File: src/rtl/fir_pkg.sv
// Shared types and sizing helpers for the symmetric FIR input stage.
// Build option: FIR_TAP_SEQ_FLUSH_EN adds a synchronous flush port.
package fir_pkg;

    typedef enum logic {
        IDLE,
        RUN
    } seq_state_t;

    localparam int DEF_DATA_W   = 16;
    localparam int DEF_NUM_TAPS = 16;

    function automatic int half_taps(input int n);
        return (n + 1) / 2;
    endfunction

    function automatic int idx_width(input int n);
        int h;
        h = half_taps(n);
        return (h < 2) ? 1 : $clog2(h);
    endfunction

endpackage

File: src/rtl/fir_tap_sequencer_if.sv
// Sample-in / pair-out handshake bundle of the FIR tap sequencer.
// Build option: FIR_TAP_SEQ_FLUSH_EN (flush stays a plain port).
interface fir_tap_sequencer_if
    import fir_pkg::*;
#(
    parameter int DATA_W   = DEF_DATA_W,
    parameter int NUM_TAPS = DEF_NUM_TAPS
);
    localparam int IDX_W = idx_width(NUM_TAPS);

    logic                    in_valid;
    logic                    in_ready;
    logic signed [DATA_W-1:0] in_data;
    logic                    pair_valid;
    logic                    pair_ready;
    logic signed [DATA_W:0]  pair_sum;
    logic [IDX_W-1:0]        coef_idx;
    logic                    pair_last;

    modport master (
        output in_valid, in_data, pair_ready,
        input  in_ready, pair_valid, pair_sum, coef_idx, pair_last
    );

    modport slave (
        input  in_valid, in_data, pair_ready,
        output in_ready, pair_valid, pair_sum, coef_idx, pair_last
    );

endinterface

File: src/rtl/fir_delay_line.sv
// Signed sample shift register, tap 0 newest, with shift enable and clear.
// Build option: FIR_TAP_SEQ_FLUSH_EN drives clr_i from the top.
module fir_delay_line #(
    parameter int W = 16,
    parameter int N = 16
) (
    input  logic                clk,
    input  logic                rst,
    input  logic                clr_i,
    input  logic                shift_i,
    input  logic signed [W-1:0] din_i,
    output logic signed [W-1:0] taps_o [N]
);
    logic signed [W-1:0] taps_q [N];

    always_ff @(posedge clk or posedge rst) begin
        if (rst) begin
            for (int i = 0; i < N; i++) taps_q[i] <= '0;
        end else if (clr_i) begin
            for (int i = 0; i < N; i++) taps_q[i] <= '0;
        end else if (shift_i) begin
            taps_q[0] <= din_i;
            for (int i = 1; i < N; i++) taps_q[i] <= taps_q[i-1];
        end
    end

    assign taps_o = taps_q;

endmodule

File: src/rtl/fir_tap_sequencer.sv
// Accepts samples and streams pre-added symmetric tap pairs to the MAC.
// Build option: FIR_TAP_SEQ_FLUSH_EN adds the flush input.
module fir_tap_sequencer
    import fir_pkg::*;
#(
    parameter int DATA_W   = DEF_DATA_W,
    parameter int NUM_TAPS = DEF_NUM_TAPS
) (
    input  logic clk,
    input  logic rst,
`ifdef FIR_TAP_SEQ_FLUSH_EN
    input  logic flush,
`endif
    fir_tap_sequencer_if.slave bus
);
    localparam int H     = half_taps(NUM_TAPS);
    localparam int IDX_W = idx_width(NUM_TAPS);
    localparam logic [IDX_W-1:0] K_LAST = IDX_W'(H - 1);
    localparam bit ODD = (NUM_TAPS % 2) == 1;

    typedef logic signed [DATA_W-1:0] smp_t;
    typedef logic signed [DATA_W:0]   sum_t;

    seq_state_t       state_q, state_d;
    logic [IDX_W-1:0] k_q, k_d;
    sum_t             sum_q, sum_d;
    logic             last_q, last_d;
    logic             flush_w;
    logic             accept;
    smp_t             taps    [NUM_TAPS];
    smp_t             shifted [NUM_TAPS];

`ifdef FIR_TAP_SEQ_FLUSH_EN
    assign flush_w = flush;
`else
    assign flush_w = 1'b0;
`endif

    // Centre tap of an odd filter has no partner and is passed through once.
    function automatic sum_t pair_at(input smp_t t [NUM_TAPS],
                                     input logic [IDX_W-1:0] k);
        sum_t s;
        s = '0;
        for (int i = 0; i < H; i++) begin
            if (IDX_W'(i) == k) begin
                if (ODD && i == H - 1)
                    s = sum_t'(t[i]);
                else
                    s = sum_t'(t[i]) + sum_t'(t[NUM_TAPS-1-i]);
            end
        end
        return s;
    endfunction

    assign accept = (state_q == IDLE) && bus.in_valid && !flush_w;

    fir_delay_line #(
        .W (DATA_W),
        .N (NUM_TAPS)
    ) u_dl (
        .clk     (clk),
        .rst     (rst),
        .clr_i   (flush_w),
        .shift_i (accept),
        .din_i   (bus.in_data),
        .taps_o  (taps)
    );

    // View of the delay line after an accept, so beat 0 can be registered.
    always_comb begin
        shifted[0] = bus.in_data;
        for (int i = 1; i < NUM_TAPS; i++) shifted[i] = taps[i-1];
    end

    always_comb begin
        state_d = state_q;
        k_d     = k_q;
        sum_d   = sum_q;
        last_d  = last_q;
        unique case (state_q)
            IDLE: begin
                if (bus.in_valid) begin
                    state_d = RUN;
                    k_d     = '0;
                    sum_d   = pair_at(shifted, '0);
                    last_d  = (H == 1);
                end
            end
            RUN: begin
                if (bus.pair_ready) begin
                    if (last_q) begin
                        state_d = IDLE;
                        k_d     = '0;
                        sum_d   = '0;
                        last_d  = 1'b0;
                    end else begin
                        k_d    = k_q + 1'b1;
                        sum_d  = pair_at(taps, k_d);
                        last_d = (k_d == K_LAST);
                    end
                end
            end
            default: state_d = IDLE;
        endcase
        if (flush_w) begin
            state_d = IDLE;
            k_d     = '0;
            sum_d   = '0;
            last_d  = 1'b0;
        end
    end

    always_ff @(posedge clk or posedge rst) begin
        if (rst) begin
            state_q <= IDLE;
            k_q     <= '0;
            sum_q   <= '0;
            last_q  <= 1'b0;
        end else begin
            state_q <= state_d;
            k_q     <= k_d;
            sum_q   <= sum_d;
            last_q  <= last_d;
        end
    end

    assign bus.in_ready   = (state_q == IDLE) && !rst;
    assign bus.pair_valid = (state_q == RUN);
    assign bus.pair_sum   = sum_q;
    assign bus.coef_idx   = k_q;
    assign bus.pair_last  = last_q;

endmodule
File: src/flat_wrapper.sv
// flat-port wrapper written by rule: the top's interface ports become plain ports
module fir_tap_sequencer_flat import fir_pkg::*;
#(
    parameter int DATA_W   = DEF_DATA_W,
    parameter int NUM_TAPS = DEF_NUM_TAPS
)
  (clk, rst, bus_in_valid, bus_in_data, bus_pair_ready, bus_in_ready, bus_pair_valid, bus_pair_sum, bus_coef_idx, bus_pair_last);
  fir_tap_sequencer_if #(.DATA_W(DATA_W), .NUM_TAPS(NUM_TAPS)) bus_i ();
  input  logic clk;
  input  logic rst;
  input wire logic [$bits(bus_i.in_valid)-1:0] bus_in_valid;
  input wire logic [$bits(bus_i.in_data)-1:0] bus_in_data;
  input wire logic [$bits(bus_i.pair_ready)-1:0] bus_pair_ready;
  output wire logic [$bits(bus_i.in_ready)-1:0] bus_in_ready;
  output wire logic [$bits(bus_i.pair_valid)-1:0] bus_pair_valid;
  output wire logic [$bits(bus_i.pair_sum)-1:0] bus_pair_sum;
  output wire logic [$bits(bus_i.coef_idx)-1:0] bus_coef_idx;
  output wire logic [$bits(bus_i.pair_last)-1:0] bus_pair_last;
  assign bus_i.in_valid = bus_in_valid;
  assign bus_i.in_data = bus_in_data;
  assign bus_i.pair_ready = bus_pair_ready;
  assign bus_in_ready = bus_i.in_ready;
  assign bus_pair_valid = bus_i.pair_valid;
  assign bus_pair_sum = bus_i.pair_sum;
  assign bus_coef_idx = bus_i.coef_idx;
  assign bus_pair_last = bus_i.pair_last;
  fir_tap_sequencer #(.DATA_W(DATA_W), .NUM_TAPS(NUM_TAPS)) u_core (.clk(clk), .rst(rst), .bus(bus_i));
endmodule
File: config.mk
export PLATFORM = sky130hd
export DESIGN_NAME = fir_tap_sequencer_flat
export DESIGN_NICKNAME = d
export VERILOG_FILES = /design/src/rtl/fir_pkg.sv /design/src/rtl/fir_tap_sequencer_if.sv /design/src/rtl/fir_delay_line.sv /design/src/rtl/fir_tap_sequencer.sv /design/src/flat_wrapper.sv
export SDC_FILE = /design/constraint.sdc
export NUM_CORES = 1
export LEC_CHECK = 0
export CORE_UTILIZATION = 35
export CTS_CLUSTER_DIAMETER = 60
export DETAILED_ROUTE_END_ITERATION = 8
export GPL_ROUTABILITY_DRIVEN = 0
export SETUP_SLACK_MARGIN = 0.02
export SYNTH_ARGS = -nofsm -noshare
export SYNTH_HDL_FRONTEND = slang
export SYNTH_SLANG_ARGS = --single-unit
File: constraint.sdc
create_clock -name clk -period 12.5 [get_ports clk]
set_input_delay 2.5 -clock clk [delete_from_list [all_inputs] [get_ports clk]]
set_output_delay 2.5 -clock clk [all_outputs]
set_load 0.005 [all_outputs]
==> run metrics, run 1 <==
outcome=completed; Post-synth ARST share=100%; clock tree buffer depth=3; Clock Latency Late Sink=530 ps; I/O Buffers=42; r2r endpoint=u_core.bus.pair_sum[14]; initial antenna violation count=0; clock root buffer=clkbuf_16; HPWL after detailed placement=38.2 mm; clock skew=18.8 ps; WS Path Type=in -> out; worst min path class=reg -> reg; vias=15.8k; DIE HEIGHT=228 µm; Die X=228 µm; CTS clk-pin slew, worst paths=50 ps; top cells by area, synth=dfrtp_1 (39%), nand2_1 (17%), ha_1 (10%); crit path max fanout=2; required time of the critical path=10,000 ps; total CTS buffers=35; vias per cell=5.41; Ports=43; DR WL/cell=18.5 µm; Synth Warn #=0; Post-Syn Nets=2,386; Avg Cell Area, Syn=8.10 µm²; total wire length=54.0 mm; worst slew pin tran=1030 ps; CTS tree=yes; first-pass GRT wire length=85.3 mm; CTS HTree Levels=2; final hold violations=0; Max Freq=162 MHz; Worst Setup Start Kind=primary input; RSZ-0062 raised after global routing=false; depth of the worst register-to-register path=12; Nets=2,397; GRT Overall Usage=20.5%; die area=52,000 µm²; CP Launch Point=rst; Initial DRT Pass Iterations=7; Power Density=177 nW/µm²; largest net degree at the start of global routing=192; Pins Over Slew Limit=0; Post-synth EDFFs=0; post-synthesis instance area=17,900 µm²; area delta synth->final=12.4%; max-cap violation count=0; Synth Register Bits=278; gr ovfl total=0; hold buffers post-CTS=0; vias in the first global route=15.2k; cell taking the most area after synthesis=dfrtp_1; core area=50,300 µm²; Placed Area=19,000 µm²; Synth Instances=2,208; post-route cell area=20,100 µm²; TritonCTS Sinks=278; DRC Markers=0; Setup crit end=bus_in_ready; crit path time final=6160 ps; r2r setup slk=8660 ps; leakage power=10.3 nW; Synth cell types=83; Worst setup EP type=output pin; ANT cells=0; Setup TNS=0 ps; fin crit share=49.3%; post-cts sizing count=0; Critical Path AT=3660 ps; Antenna Nets Post-Route=0; Rows=82; Synth Flop Type=dfrtp_1; VDD IR max=113 µV; area fraction of the dominant cell type after synthesis=38.9%; sequential area share after synthesis=38.9%; worst r2r src=u_core.u_dl.taps_o[240]; relative slew slack=31.1%; final setup fails=0; Initial Util=35.6%; layout cells sized above 1=4.15%; post-CTS setup buffers=0; Iter 0 DRT Violations=1,370
## kinds of logic (layout without fill, tap and decap cells)
| family | after synthesis | after routing | share of synthesized area [%] |
|---|---|---|---|
| simple gates | 1087 | 1087 | 24.9 |
| mux | 4 | 4 | 0.301 |
| flops | 278 | 278 | 38.9 |
| xor+xnor | 99 | 99 | 4.89 |
| fa+ha+maj | 158 | 158 | 11.4 |
| buf+inv | 131 | 165 | 2.78 |
| compound gates | 451 | 451 | 16.8 |
## final cells by class
| type | count | area (µm²) |
|---|---|---|
| clock buffers | 50 | 992 |
| clock inverters | 10 | 115 |
| fillers | 5103 | 30200 |
| inverters | 45 | 176 |
| multi-input cells | 1799 | 10400 |
| flip-flops and latches | 278 | 6960 |
| well taps | 672 | 841 |
| repair buffers | 60 | 568 |
## layer usage
layer,track usage (%),part of all wire (%),vias to the layer above
met2,32.3,44,502
met3,2.56,5.4,98
li1,-,-,7601
met5,0,0,-
met1,28.9,47,7555
met4,7.05,3.1,0
## power breakdown
part / leakage (nW) / internal (mW) / switching (mW)
logic: 6.02 / 0.473 / 0.866
clock network: 0.546 / 0.594 / 0.398
registers: 3.78 / 1.05 / 0.175
total: 10.3 / 2.12 / 1.44
## cell usage in the layout, fill, tap and decap left out, drive strengths merged, types with 30 or more instances in the layout
master	Yosys	final
a21oi	99	99
xnor2	51	51
clkdlybuf4s50	0	42
nor2	103	103
a21o	30	30
inv	45	47
xor2	48	48
clkbuf	77	50
ha	149	149
dfrtp	278	278
nor3	35	35
o21ai	105	105
nand2	824	824
a211oi	32	32
## cells in the mapped netlist (15+ instances only)
cell type and number:
clkbuf_1 77, nor3_1 35, o211ai_1 23, nor2_1 103, a21o_1 30, nand2b_1 19, nand3_1 27, dfrtp_1 278
xnor2_1 51, nand2_1 822, o21bai_1 15, ha_1 149, o21a_1 15, a31oi_1 23, inv_1 45, a21oi_1 99
xor2_1 47, a211oi_1 29, o21ai_0 96
## stage by stage
stage                     total power, mW  hold slack [ps]  std cells  util [%]  worst slack, ps
final                                3.56              482       2914      40.0             6340
after global routing                 3.75              511       2914      40.0             6310
after CTS                            3.56              488       2914      40.0             6340
after detailed placement             2.55              470       2854      37.8             6340
after global placement               2.52              469       2854      37.8             6340
after floorplan                      2.03              452       2208         -             2330
## registers in the layout, indices dropped and copies added (netlist names)
signal and flops:
u_core.u_dl.taps_o 256, u_core.bus.coef_idx 3, u_core.bus.pair_valid 1, u_core.bus.pair_sum 17, u_core.bus.pair_last 1
## worst max-delay path, cell delays in order
cell,delay (ps)
clkdlybuf4s50_1,520
nor2_1,130
clkdlybuf4s50_1,510
## how the worst min path moves through the flow
stage | from | end | slack (ps) | cells past startpoint
floorplan | u_core.u_dl.taps_o[0] | u_core.u_dl.taps_o[0] | 450 | 2
global placement | u_core.u_dl.taps_o[4] | u_core.u_dl.taps_o[4] | 470 | 2
detailed placement | u_core.u_dl.taps_o[5] | u_core.u_dl.taps_o[5] | 470 | 2
CTS | u_core.u_dl.taps_o[0] | u_core.u_dl.taps_o[0] | 490 | 2
global route | u_core.u_dl.taps_o[12] | u_core.u_dl.taps_o[12] | 510 | 2
finish | u_core.u_dl.taps_o[12] | u_core.u_dl.taps_o[12] | 480 | 2
Note: power is estimated with default switching activity, not from simulation.
==> run 2: changes to the inputs <==
Clock period 12.5 ns to 5.89 ns, I/O delays scaled along.
==> run 2 against run 1 <==
Net effect:
- clock skew increased by 12 ps
- worst setup slack got worse by 4300 ps
- largest power group unchanged
- critical endpoint is now u_core.bus.pair_sum[14]
- combinational power is 110% higher
- core utilization up 0.33 points
- die area is the same
- final cell count rose by 0.27%
- first-iteration DRC count increased by 6.9%
- via count is 1.1% higher
- non-clock buffer count is 2 higher
==> run metrics, run 2 (same netlist as run 1, synthesis figures left out) <==
max-cap violation count=0 (unchanged); most common cell after layout, fill and taps aside=nand2_1; clock tree buffer depth=3 (unchanged); clock skew=30.4 ps (+11.6 ps); final hold violations=0 (unchanged); GRT Overall Usage=21.3% (+0.75 points); Pins Over Slew Limit=0 (unchanged); CP Buf/Inv Count=2 (unchanged); Initial DRT Pass Iterations=5 (-2); fin crit share=65.0%; depth of the worst register-to-register path=8 (-4); RSZ-0062 raised after global routing=false; Worst setup EP type=flip-flop; vias=15.9k (+1.1%); crit path time final=3830 ps; hold buffers post-CTS=0 (unchanged); Iter 0 DRT Violations=1,464 (+6.9%); hold path depth=2 (unchanged); layout cells sized above 1=4.62% (+0.47 points); WS Path Type=in -> reg; Initial Util=35.6% (unchanged); post-CTS setup buffers=0 (unchanged); final setup fails=0 (unchanged); total wire length=55.9 mm (+3.5%); placed cells=2,856 (+0.070%); HPWL after detailed placement=40.2 mm (+5.2%); Power Density=385 nW/µm² (+120%); slowest CP cell=clkdlybuf4s50_1; Critical Path AT=4240 ps (+580 ps); crit path max fanout=4 (+2); clock root buffer=clkbuf_16; Nets=2,400 (+0.13%); CP Depth=13 (+10); Ports=43 (unchanged); required time of the critical path=6310 ps (-3690 ps); CP peak stage delay=490 ps (-30 ps); CTS clk-pin slew, worst paths=60 ps (about the same); die area=52,000 µm² (unchanged); Crit path max-delay family=compound AO/OA/AOI/OAI gates; vias in the first global route=15.7k (+2.9%); gr ovfl total=0 (unchanged); worst r2r src=u_core.bus.coef_idx[0]; Setup TNS=0 ps (unchanged); Worst Setup Start Kind=primary input; CTS tree=yes; first-pass GRT wire length=88.1 mm (+3.3%); Largest register FFs=256 (unchanged); area delta synth->final=13.3%; CP most frequent cell=a31oi_1; Setup crit end=u_core.bus.pair_sum[14]; core area=50,300 µm² (unchanged); Finished Layout Cells=2,922 (+0.27%); relative slew slack=42.0% (+11 points); initial antenna violation count=0 (unchanged); most frequent cells in the layout=nand2_1 (822), dfrtp_1 (278), ha_1 (149), nor2_1 (103), a21oi_1 (99); CTS HTree Levels=2 (unchanged); Antenna Nets Post-Route=0 (unchanged); Max Freq=261 MHz; outcome=completed; largest net degree at the start of global routing=150 (-22%); total CTS buffers=36 (+2.9%); worst slew pin tran=869 ps (-164 ps); leakage power=10.4 nW (+0.75%); DRC Markers=0 (unchanged); Rows=82 (unchanged); r2r endpoint=u_core.bus.pair_sum[5]; worst min path class=reg -> reg; vias per cell=5.45 (+0.84%); DR WL/cell=19.1 µm (+3.2%); hold_ws=486 ps (+3.38 ps); post-cts sizing count=0 (unchanged); Die X=228 µm (unchanged); Clock Latency Late Sink=560 ps (+30 ps); DIE HEIGHT=228 µm (unchanged); I/O Buffers=42 (unchanged); ANT cells=0 (unchanged); r2r setup slk=2410 ps (-6250 ps); crit path cell chain=clkdlybuf4s50_1 -> ha_1 -> inv_1 -> fa_1 -> and2b_1 -> o31a_1 -> o21ai_1 -> a31oi_1 -> a31oi_1 -> xor2_1 -> o221ai_1 -> a311oi_1 -> o22ai_1; TritonCTS Sinks=278 (unchanged); VDD IR max=208 µV (+84%); CP Launch Point=bus_in_data[0]
==> run 2: cell count changes in the layout (fill, tap and decap cells not counted) <==
| cell | previous run | this run |
|---|---|---|
| clkinv_4 | 2 | 1 |
| clkbuf_1 | 9 | 6 |
| clkinvlp_4 | 0 | 3 |
| clkbuf_16 | 35 | 37 |
| buf_12 | 1 | 3 |
| clkinv_2 | 4 | 7 |
| bufinv_16 | 2 | 4 |
==> run 2: worst reg2reg max path: stages, from the launching register on <==
cell and delay, ps:
dfrtp_1 480, ha_1 300, xor2_2 240, nor2_1 690, nand2_1 370, o221ai_1 390, a31oi_1 130, o21ai_0 540
a31oi_1 160
==> run 2: stage by stage <==
step	util, %	total power, mW	worst slack (ps)	cell area (µm²)
after floorplan	-	4.32	1030	17900
after global placement	37.8	5.38	1730	19000
after detailed placement	37.8	5.42	1610	19000
after CTS	40.3	7.78	2170	20300
after global routing	40.3	8.18	1960	20300
final	40.3	7.80	2060	20300
==> run 2: worst min path at each step <==
stage          slack [ps]               endpoint             startpoint
4_1_cts               490  u_core.u_dl.taps_o[7]  u_core.u_dl.taps_o[7]
2_1_floorplan         450  u_core.u_dl.taps_o[0]  u_core.u_dl.taps_o[0]
5_1_grt               510  u_core.u_dl.taps_o[7]  u_core.u_dl.taps_o[7]
3_5_place_dp          470  u_core.u_dl.taps_o[5]  u_core.u_dl.taps_o[5]
3_3_place_gp          460  u_core.u_dl.taps_o[8]  u_core.u_dl.taps_o[8]
6_report              490  u_core.u_dl.taps_o[7]  u_core.u_dl.taps_o[7]
==> run 2: final cells by class <==
class / instances / area (µm²)
repair buffers: 62 / 608
clock inverters: 17 / 208
inverters: 45 / 173
clock buffers: 49 / 1030
fillers: 5026 / 30000
flip-flops and latches: 278 / 6960
multi-input cells: 1799 / 10400
well taps: 672 / 841
==> run 2: layer usage <==
| layer | GRT usage, % | share of wire (%) | up-vias |
|---|---|---|---|
| met1 | 29.2 | 45 | 7665 |
| li1 | - | - | 7609 |
| met4 | 7.09 | 2.8 | 0 |
| met5 | 0 | 0 | - |
| met3 | 3.88 | 7.2 | 95 |
| met2 | 33.6 | 45 | 563 |
==> run 2: where the power goes <==
group | internal (mW) | switching [mW]
sequential | 2.23 | 0.389
clock | 1.41 | 0.910
combinational | 1.02 | 1.84
total | 4.67 | 3.14
